===== src/rtl/mean_pkg.sv =====
// Shared parameters and types for the boxcar mean filter and its inverse.
// The filter and the recovery block must agree on DEPTH/WIDTH/LOG2, so both
// take their defaults from here.
//   MEAN_DEPTH : window length N, always 2**MEAN_LOG2
//   MEAN_WIDTH : unsigned sample width in bits
//   MEAN_LOG2  : log2(MEAN_DEPTH), sets the pointer width and the sum growth
//   sample_t   : one raw sample
//   sum_t      : full-precision running window sum
package mean_pkg;

  localparam int MEAN_DEPTH = 16;
  localparam int MEAN_WIDTH = 8;
  localparam int MEAN_LOG2  = 4;

  typedef logic [MEAN_WIDTH-1:0]           sample_t;
  typedef logic [MEAN_WIDTH+MEAN_LOG2-1:0] sum_t;

endpackage


===== src/rtl/mean_window_buf.sv =====
// Circular history of the last DEPTH recovered samples.
// One read-before-write port: rd_data_o always shows the entry at the current
// write pointer, which is the sample that is about to leave the window
// (x[n-N]). On a write the same entry is overwritten with the newest sample
// and the pointer advances, wrapping from DEPTH-1 to 0.
//   clk        : rising-edge clock
//   rst_n      : asynchronous active-low reset, clears pointer and every entry
//   wr_en_i    : store wr_data_i at the pointer and advance the pointer
//   wr_data_i  : newest recovered sample
//   rd_data_o  : pre-write contents of the entry at the pointer
module mean_window_buf
  import mean_pkg::*;
#(
  parameter int DEPTH = MEAN_DEPTH,
  parameter int WIDTH = MEAN_WIDTH,
  parameter int LOG2  = MEAN_LOG2
) (
  input  logic             clk,
  input  logic             rst_n,
  input  logic             wr_en_i,
  input  logic [WIDTH-1:0] wr_data_i,
  output logic [WIDTH-1:0] rd_data_o
);

  logic [WIDTH-1:0] hist_q [DEPTH];
  logic [LOG2-1:0]  wr_ptr_q;
  logic [LOG2-1:0]  wr_ptr_d;

  // DEPTH is a power of two, so the natural LOG2-bit rollover is the wrap.
  always_comb begin
    wr_ptr_d = wr_ptr_q + LOG2'(1);
  end

  // The read is combinational off the registered array, so a write in the
  // same cycle cannot affect what rd_data_o shows until the next cycle.
  assign rd_data_o = hist_q[wr_ptr_q];

  // History entries and pointer; every entry is cleared so the window
  // starts all-zero, matching the upstream filter after its reset.
  always_ff @(posedge clk or negedge rst_n) begin
    if (!rst_n) begin
      wr_ptr_q <= '0;
      for (int i = 0; i < DEPTH; i++) begin
        hist_q[i] <= '0;
      end
    end else if (wr_en_i) begin
      hist_q[wr_ptr_q] <= wr_data_i;
      wr_ptr_q         <= wr_ptr_d;
    end
  end

endmodule


===== src/rtl/mean_recover.sv =====
// Inverse of the boxcar mean filter: rebuilds raw samples from the running
// window sum S[n] using x[n] = S[n] - S[n-1] + x[n-N].
//   clk        : rising-edge clock
//   rst_n      : asynchronous active-low reset
//   sum_in     : running window sum S[n], unsigned, WIDTH+LOG2 bits
//   in_valid   : sum_in carries a new sum this cycle
//   out        : recovered sample x[n], one cycle after its sum
//   out_valid  : one-cycle pulse per accepted sum
//   err        : sticky, set when a recovered value fell outside the sample
//                range and was saturated
module mean_recover
  import mean_pkg::*;
#(
  parameter int DEPTH = MEAN_DEPTH,
  parameter int WIDTH = MEAN_WIDTH,
  parameter int LOG2  = MEAN_LOG2
) (
  input  logic                 clk,
  input  logic                 rst_n,
  input  logic [WIDTH+LOG2-1:0] sum_in,
  input  logic                 in_valid,
  output logic [WIDTH-1:0]     out,
  output logic                 out_valid,
  output logic                 err
);

  // Two extra bits: one for sign, one for the headroom of adding x[n-N]
  // to a difference that can already span the full sum range.
  localparam int DW = WIDTH + LOG2 + 2;
  localparam logic signed [DW-1:0] SAMPLE_MAX = DW'((1 << WIDTH) - 1);

  logic [WIDTH+LOG2-1:0] prev_sum_q;
  logic [WIDTH-1:0]      out_q;
  logic                  out_valid_q;
  logic                  err_q;

  logic [WIDTH-1:0]      old_sample;
  logic signed [DW-1:0]  diff;
  logic [WIDTH-1:0]      sample_d;
  logic                  range_err;

  mean_window_buf #(
    .DEPTH (DEPTH),
    .WIDTH (WIDTH),
    .LOG2  (LOG2)
  ) u_window (
    .clk       (clk),
    .rst_n     (rst_n),
    .wr_en_i   (in_valid),
    .wr_data_i (sample_d),
    .rd_data_o (old_sample)
  );

  // Difference plus the sample leaving the window, all zero-extended so the
  // arithmetic never wraps; then clamp into the sample range. The clamped
  // value is what enters the history, keeping it consistent with out.
  always_comb begin
    diff = $signed({2'b00, sum_in}) - $signed({2'b00, prev_sum_q})
         + $signed({{(LOG2 + 2){1'b0}}, old_sample});
    sample_d  = diff[WIDTH-1:0];
    range_err = 1'b0;
    if (diff[DW-1]) begin
      sample_d  = '0;
      range_err = 1'b1;
    end else if (diff > SAMPLE_MAX) begin
      sample_d  = '1;
      range_err = 1'b1;
    end
  end

  // Output, previous-sum and sticky error registers. Without a valid input
  // everything holds except the out_valid pulse, so gaps are free.
  always_ff @(posedge clk or negedge rst_n) begin
    if (!rst_n) begin
      prev_sum_q  <= '0;
      out_q       <= '0;
      out_valid_q <= 1'b0;
      err_q       <= 1'b0;
    end else begin
      out_valid_q <= in_valid;
      if (in_valid) begin
        prev_sum_q <= sum_in;
        out_q      <= sample_d;
        err_q      <= err_q | range_err;
      end
    end
  end

  assign out       = out_q;
  assign out_valid = out_valid_q;
  assign err       = err_q;

endmodule


===== config.mk =====
export PLATFORM = sky130hd
export DESIGN_NAME = mean_recover
export DESIGN_NICKNAME = d
export VERILOG_FILES = /design/src/rtl/mean_pkg.sv /design/src/rtl/mean_window_buf.sv /design/src/rtl/mean_recover.sv
export SDC_FILE = /design/constraint.sdc
export NUM_CORES = 1
export LEC_CHECK = 0
export ABC_AREA = 1
export ABC_CLOCK_PERIOD_IN_PS = 3800
export CAP_MARGIN = 20
export CORE_AREA = 2 2 146 105
export CTS_BUF_LIST = sky130_fd_sc_hd__clkbuf_8
export DETAILED_ROUTE_END_ITERATION = 10
export DIE_AREA = 0 0 148 107
export GPL_TIMING_DRIVEN = 0
export PLACE_DENSITY = 0.84
export SLEW_MARGIN = 20
export SYNTH_ARGS = -nofsm -noshare
export SYNTH_HDL_FRONTEND = slang
export SYNTH_SLANG_ARGS = --single-unit

===== constraint.sdc =====
create_clock -name clk -period 3.8 [get_ports clk]
set_input_delay 0.76 -clock clk [delete_from_list [all_inputs] [get_ports clk]]
set_output_delay 0.76 -clock clk [all_outputs]
set_load 0.005 [all_outputs]

# Word level (Yosys, flattened, before mapping)
# Index checks and enable logic that the tools add are counted.
[word_totals]
in_bits = 15
register_bits = 154
[op_classes]
n_reduce_logical = 1
n_mux = 10
n_addsub = 3
magnitude_cmp = 3
bitwise = 2
[ops]
columns = ["cell", "n"]
rows = [
  ["$bwmux W128", 1],
  ["$mux W8", 5],
  ["$bmux W8 S4", 1],
  ["$demux W8 S4", 1],
  ["$add A13 B9 Y14", 1],
  ["$gt A14 B9 Y1 const B", 1],
  ["$sub A12 B12 Y13", 1],
  ["$ge A5 B5 Y1 const B", 1],
  ["$lt A5 B1 Y1 const B", 1],
  ["$not A4 Y5", 1],
  ["$add A4 B1 Y4 const B", 1],
  ["$mux W1", 2],
  ["$logic_and A1 B1 Y1", 1],
  ["$or A1 B1 Y1", 1],
]

# Logic depth before layout (Yosys ltp)
# Gate-level depths: netlist of run 1.
[logic_depth]
ltp_word = 9
ltp_mapped = 24
mapped_depth_nobuf = 23

# Modules after synthesis
# A second synthesis of run 1 with hierarchy kept.
[unflattened]
hier_cells = 1227
hier_area_um2 = 8846.0
[by_module_without_submodules]
columns = ["mod", "cells_each", "seq_area_each_um2", "area_each_um2", "instances"]
rows = [
  ["mean_window_buf", 912, 3303.2, 6713.9, 1],
  ["mean_recover", 315, 550.5, 2132.0, 1],
]

# Worst setup path after synthesis of run 1
# Ideal clock, no wire load.
[synth_timing]
kind = "input port to flip-flop"
from = "input sum_in[0]"
to = "register u_window.hist_q[71] (netlist bit)"
t_required_ns = 3.682
path_stages = 22
setup_slack_ns = -0.054
arrival_time_ns = 3.736
path_cell_list = "inv_1 > ha_1 > inv_1 > fa_1 > nand2_1 > nand3_1 > nand2_1 > o21ai_0 > xor2_1 > ha_1 > nand2_1 > inv_1 > a21oi_1 > nand2_1 > a21oi_1 > nand3b_1 > nand4_2 > nor2_8 > nand3_4 > buf_6 > nand3_1 > nand2_1"
[synth_via]
elab_chain_cells = 6
[synth_rtl]
columns = ["element", "line", "rtl"]
rows = [
  ["from (decl)", "mean_recover.sv:20", "input logic [WIDTH+LOG2-1:0] sum_in,"],
  ["$sub A12 B12 Y13 (*)", "mean_recover.sv:58", "diff = $signed({2'b00, sum_in}) - $signed({2'b00, prev_sum_q})"],
  ["$add A13 B9 Y14 (*)", "mean_recover.sv:59", "+ $signed({{(LOG2 + 2){1'b0}}, old_sample});"],
  ["$gt A14 B9 Y1", "mean_recover.sv:65", "end else if (diff > SAMPLE_MAX) begin"],
  ["$mux W8", "mean_recover.sv:65", ""],
  ["$mux W8 (*)", "mean_recover.sv:62", "if (diff[DW-1]) begin"],
  ["$bwmux W128 (*)", "mean_window_buf.sv:47", "hist_q[wr_ptr_q] <= wr_data_i;"],
  ["to (signal, indexed assignment)", "mean_window_buf.sv:47", ""],
  ["to (decl)", "mean_window_buf.sv:25", "logic [WIDTH-1:0] hist_q [DEPTH];"],
]
# Every way passes the cells marked *; elsewhere a longest branch is shown, timed or not.
# A chain may end at the register's enable or synchronous reset.

# Final worst setup path of run 1
[layout_timing]
from = "register u_window.wr_ptr_q[1]"
to = "register u_window.hist_q[86] (netlist bit)"
[layout_via]
elab_chain_cells = 9
word_cells_on_any_way = 14
classes_between = "add/sub (1); order compare (3); mux (8); bitwise (1); reduce/logical (1)"
[layout_rtl]
columns = ["element", "line", "rtl"]
rows = [
  ["from (decl)", "mean_window_buf.sv:26", "logic [LOG2-1:0] wr_ptr_q;"],
  ["from (signal assigned)", "mean_window_buf.sv:48", "wr_ptr_q <= wr_ptr_d;"],
  ["$not A4 Y5 (implied by the code) (*)", "mean_window_buf.sv:36, mean_window_buf.sv:47", ""],
  ["$bmux W8 S4", "mean_window_buf.sv:36", "assign rd_data_o = hist_q[wr_ptr_q];"],
  ["$mux W8 (implied by the code) (2 in series)", "mean_window_buf.sv:36", ""],
  ["$add A13 B9 Y14", "mean_recover.sv:59", ""],
  ["$gt A14 B9 Y1", "mean_recover.sv:65", ""],
  ["$mux W8", "mean_recover.sv:65", ""],
  ["$mux W8", "mean_recover.sv:62", ""],
  ["$bwmux W128 (*)", "mean_window_buf.sv:47", ""],
]
# Every way passes the cells marked *; elsewhere a longest branch is shown, timed or not. The select of a mux whose other input is x is not followed.

==> results.sh, run 1 <==
export IMPL_status="finished, violations left"
export IMPL_violations="negative setup slack"
export IMPL_clock_sinks=154
export IMPL_fin_util_pct=70.5
export IMPL_relSlewSlack_pct=50.4
export IMPL_p_per_area_mw_per_mm2=880
export IMPL_drv_cap=0
export IMPL_ys_warn_count=0
export IMPL_syn_inst=1113
export IMPL_num_rows=37
export IMPL_io_buffer_count=24
export IMPL_dr_pass1_iters=8
export IMPL_peakVddDrop_v=0.000439
export IMPL_routed_via_density=5.99
export IMPL_wire_per_inst_um=18.9
export IMPL_async_flop_share_pct=100
export IMPL_p_seq_share_pct=30.2
export IMPL_first_global_vias=7504
export IMPL_die_w_um=148
export IMPL_synth_cell_types=34
export IMPL_ys_ff_latch=154
export IMPL_syn_area_mm2=0.00850
export IMPL_sw_frac_of_total_pct=47.9
export IMPL_reg2reg_from="u_window.wr_ptr_q[1]"
export IMPL_crit_path_end_kind="register"
export IMPL_crit_start="u_window.wr_ptr_q[1]"
export IMPL_critPathKind="register to register"
export IMPL_cts_tree="built"
export IMPL_dp_cells=1333
export IMPL_drt_total_wl_um=26500
export IMPL_finalCritPeriodShare_pct=102
export IMPL_startpoint_type="register"
export IMPL_syn_to_final_growth_pct=19.8
export IMPL_fillCellCount=1064
export IMPL_design_core_area_mm2=0.0144
export IMPL_hold_path_class="input port to asynchronous set/reset pin"
export IMPL_clk_latency_ns=0.47
export IMPL_p_int_mw=4.67
export IMPL_post_route_drc_count=0
export IMPL_p_total_mw=8.96
export IMPL_synth_nets=1154
export IMPL_die_area_mm2=0.0158
export IMPL_grt_usage_pct=32.6
export IMPL_r2r_end="u_window.hist_q[86]"
export IMPL_clk_pin_slew_ns=0.11
export IMPL_tightestPinTransition_ns=0.742
export IMPL_dominantRegCellSynth="dfrtp_1"
export IMPL_endpoint="u_window.hist_q[86]"
export IMPL_diodes=0
export IMPL_finalHoldViolations=0
export IMPL_place_ws_ns=-0.990
export IMPL_post_synth_main_area_contributors="dfrtp_1, nand2_1, nand3_1"
export IMPL_io_pins=25
export IMPL_switchingPower_mw=4.29
export IMPL_finalWorstSetupSlack_ns=-0.0635
export IMPL_antenna_found_initial=0
export IMPL_cts_buffers=17
export IMPL_drive_gt1_share_pct=14.8
export IMPL_ys_seq_area_share_pct=45.3
export IMPL_cts_root_buf="clkbuf_8"
export IMPL_final_cell_area_mm2=0.0102
export IMPL_drtAntennaViolNets=0
export IMPL_finalClockSkew_ns=0.0213
export IMPL_crit_fanout=10
export IMPL_setup_tns_ns=-1.02
export IMPL_fin_crit_ns=3.86
export IMPL_arrival_ns=4.22
export IMPL_start_util_pct=58.9
export IMPL_yosysTopAreaCellShare_pct=45.3
export IMPL_clkPwrFrac_pct=14.1
export IMPL_yosysTopAreaCell="dfrtp_1"
export IMPL_grt_pass1_wl_um=39700
export IMPL_via_count=8392
export IMPL_clockBufferDepth=2
export IMPL_overflow=0
export IMPL_holdWs_ns=0.230
export IMPL_synth_edff_count=0
export IMPL_max_freq_ghz=0.259
export IMPL_first_iter_violations=1223
export IMPL_layout_nets=1233
export IMPL_comb_power_share_pct=55.7
export IMPL_place_area_mm2=0.00903
export IMPL_rr_worst_depth=22
export IMPL_avgSynthCellArea_um2=7.64
export IMPL_die_h_um=107
export IMPL_grt_max_degree=84
export IMPL_slew_viol_final=0
export IMPL_hold_buffers=0
export IMPL_setup_viol=31
export IMPL_gp_congestion=0.938
export IMPL_hpwl_um=17000
export IMPL_leakage_nw=5.12
export IMPL_r2r_setup_slack_ns=-0.06
export IMPL_cp_required_ns=4.16
export IMPL_htree_num_levels=4
export IMPL_fin_cells=1400
==> worst max-delay path, stage by stage, from the launching register on <==
cell and delay [ns]:
dfrtp_2 0.49, inv_2 0.15, clkbuf_4 0.25, o21ai_0 0.13
o22ai_1 0.25, nand2_1 0.11, nand4_1 0.19, ha_1 0.31
nand2_1 0.13, inv_1 0.08, a21oi_2 0.15, nand2_2 0.10
a21oi_4 0.21, nor2_4 0.07, nand3_1 0.14, nand3_4 0.11
nor2_8 0.15, buf_12 0.15, nand3_4 0.13, buf_12 0.18
buf_12 0.14, nand3_2 0.05, nand2_1 0.06
==> final cells by class <==
cell class / count / area, µm² / share of cell area, %
repair buffers: 60 / 678 / 6.66
clock buffers: 17 / 234 / 2.30
multi-input cells: 839 / 4380 / 43.0
inverters: 73 / 282 / 2.76
plain buffers: 47 / 344 / 3.38
flip-flops and latches: 154 / 3860 / 37.9
clock inverters: 15 / 170 / 1.67
well taps: 195 / 244 / 2.40
==> layout by cell type (no fill, tap or decap), types with 3 or more instances in the layout <==
cell / instances
buf_16: 3
nand3_2: 14
inv_1: 65
ha_4: 7
inv_4: 3
nand2_2: 10
dfrtp_1: 152
clkdlybuf4s50_1: 16
o21ai_2: 3
o21ai_0: 74
dlymetal6s2s_1: 5
clkbuf_2: 9
xor2_1: 7
clkinv_8: 4
nand3_1: 138
nand2_1: 382
ha_1: 17
nand3_4: 9
buf_6: 9
buf_12: 8
nand4_1: 14
a21oi_2: 3
clkbuf_4: 5
buf_2: 7
clkbuf_1: 7
o22ai_1: 26
inv_6: 4
clkbuf_8: 17
buf_1: 4
inv_8: 4
o21ai_1: 4
buf_8: 3
o22ai_2: 6
inv_2: 4
buf_4: 29
nor2_1: 90
a21oi_1: 10
xnor2_1: 7
==> worst min-delay path by stage <==
stage | to | from | depth (start not counted) | slack, ns
2_1_floorplan | u_window.hist_q[15] | u_window.hist_q[15] | 2 | 0.44
3_3_place_gp | err | err | 1 | 0.44
3_5_place_dp | u_window.hist_q[21] | u_window.hist_q[21] | 2 | 0.46
4_1_cts | u_window.hist_q[62] | rst_n | 1 | 0.26
5_1_grt | u_window.hist_q[22] | rst_n | 1 | 0.28
6_report | u_window.hist_q[62] | rst_n | 1 | 0.23
==> state kept, by name (all words and copies together) (netlist names) <==
register and cells:
u_window.wr_ptr_q 4, prev_sum_q 12, err 1, out_valid 1, u_window.hist_q 128, out 8
==> metal layers <==
layer | vias up | GRT usage, % | part of all wire (%)
met2 | 562 | 45.8 | 42
li1 | 3803 | - | -
met3 | 104 | 10.3 | 13
met1 | 3920 | 48.3 | 42
met4 | 3 | 9.25 | 3.4
met5 | - | 0 | 0.16
==> power groups by stage <==
stage	Clock, mW	Combinational, mW	Sequential, mW
after CTS	1.26	4.38	2.67
after floorplan	0	2.94	2.57
after detailed placement	0	3.97	2.68
final	1.27	4.99	2.71
after global placement	0	3.84	2.68
after global routing	1.33	5.34	2.76
==> cells in the mapped netlist, types with 7 or more instances <==
cell type    n
nand4_1     14
nand3_1    146
xnor2_1      8
a21oi_1     13
nand2_1    388
clkbuf_1    28
xor2_1       7
inv_1       69
ha_1        24
buf_6        8
nor2_1      93
nand3_4      9
dfrtp_1    154
o22ai_1     32
o21ai_0     80
==> cell families after synthesis <==
group | synth area share (%)
AO/OA/AOI/OAI | 8.40
XOR/XNOR | 1.55
adder cells (fa/ha/maj) | 4.00
buffers and inverters | 6.12
flip-flops | 45.3
AND/OR/NAND/NOR | 34.6
==> what timing repair did <==
item,CTS,global route
gates cloned,2,1
gates resized for setup,44,96
setup buffers,29,3
hold endpoints to repair,0,0
endpoints found under the setup margin,137,137
pin swaps,20,22
Note: power is estimated with default switching activity, not from simulation.
==> run 2, diff against run 1 <==
ABC_CLOCK_PERIOD_IN_PS = unset   (was 3800)
CAP_MARGIN = 30   (was 20)
HOLD_SLACK_MARGIN = 0.15   (was unset)
==> results of run 2 <==
Same layout as run 1: the final DEF is identical, and so are final timing and power.
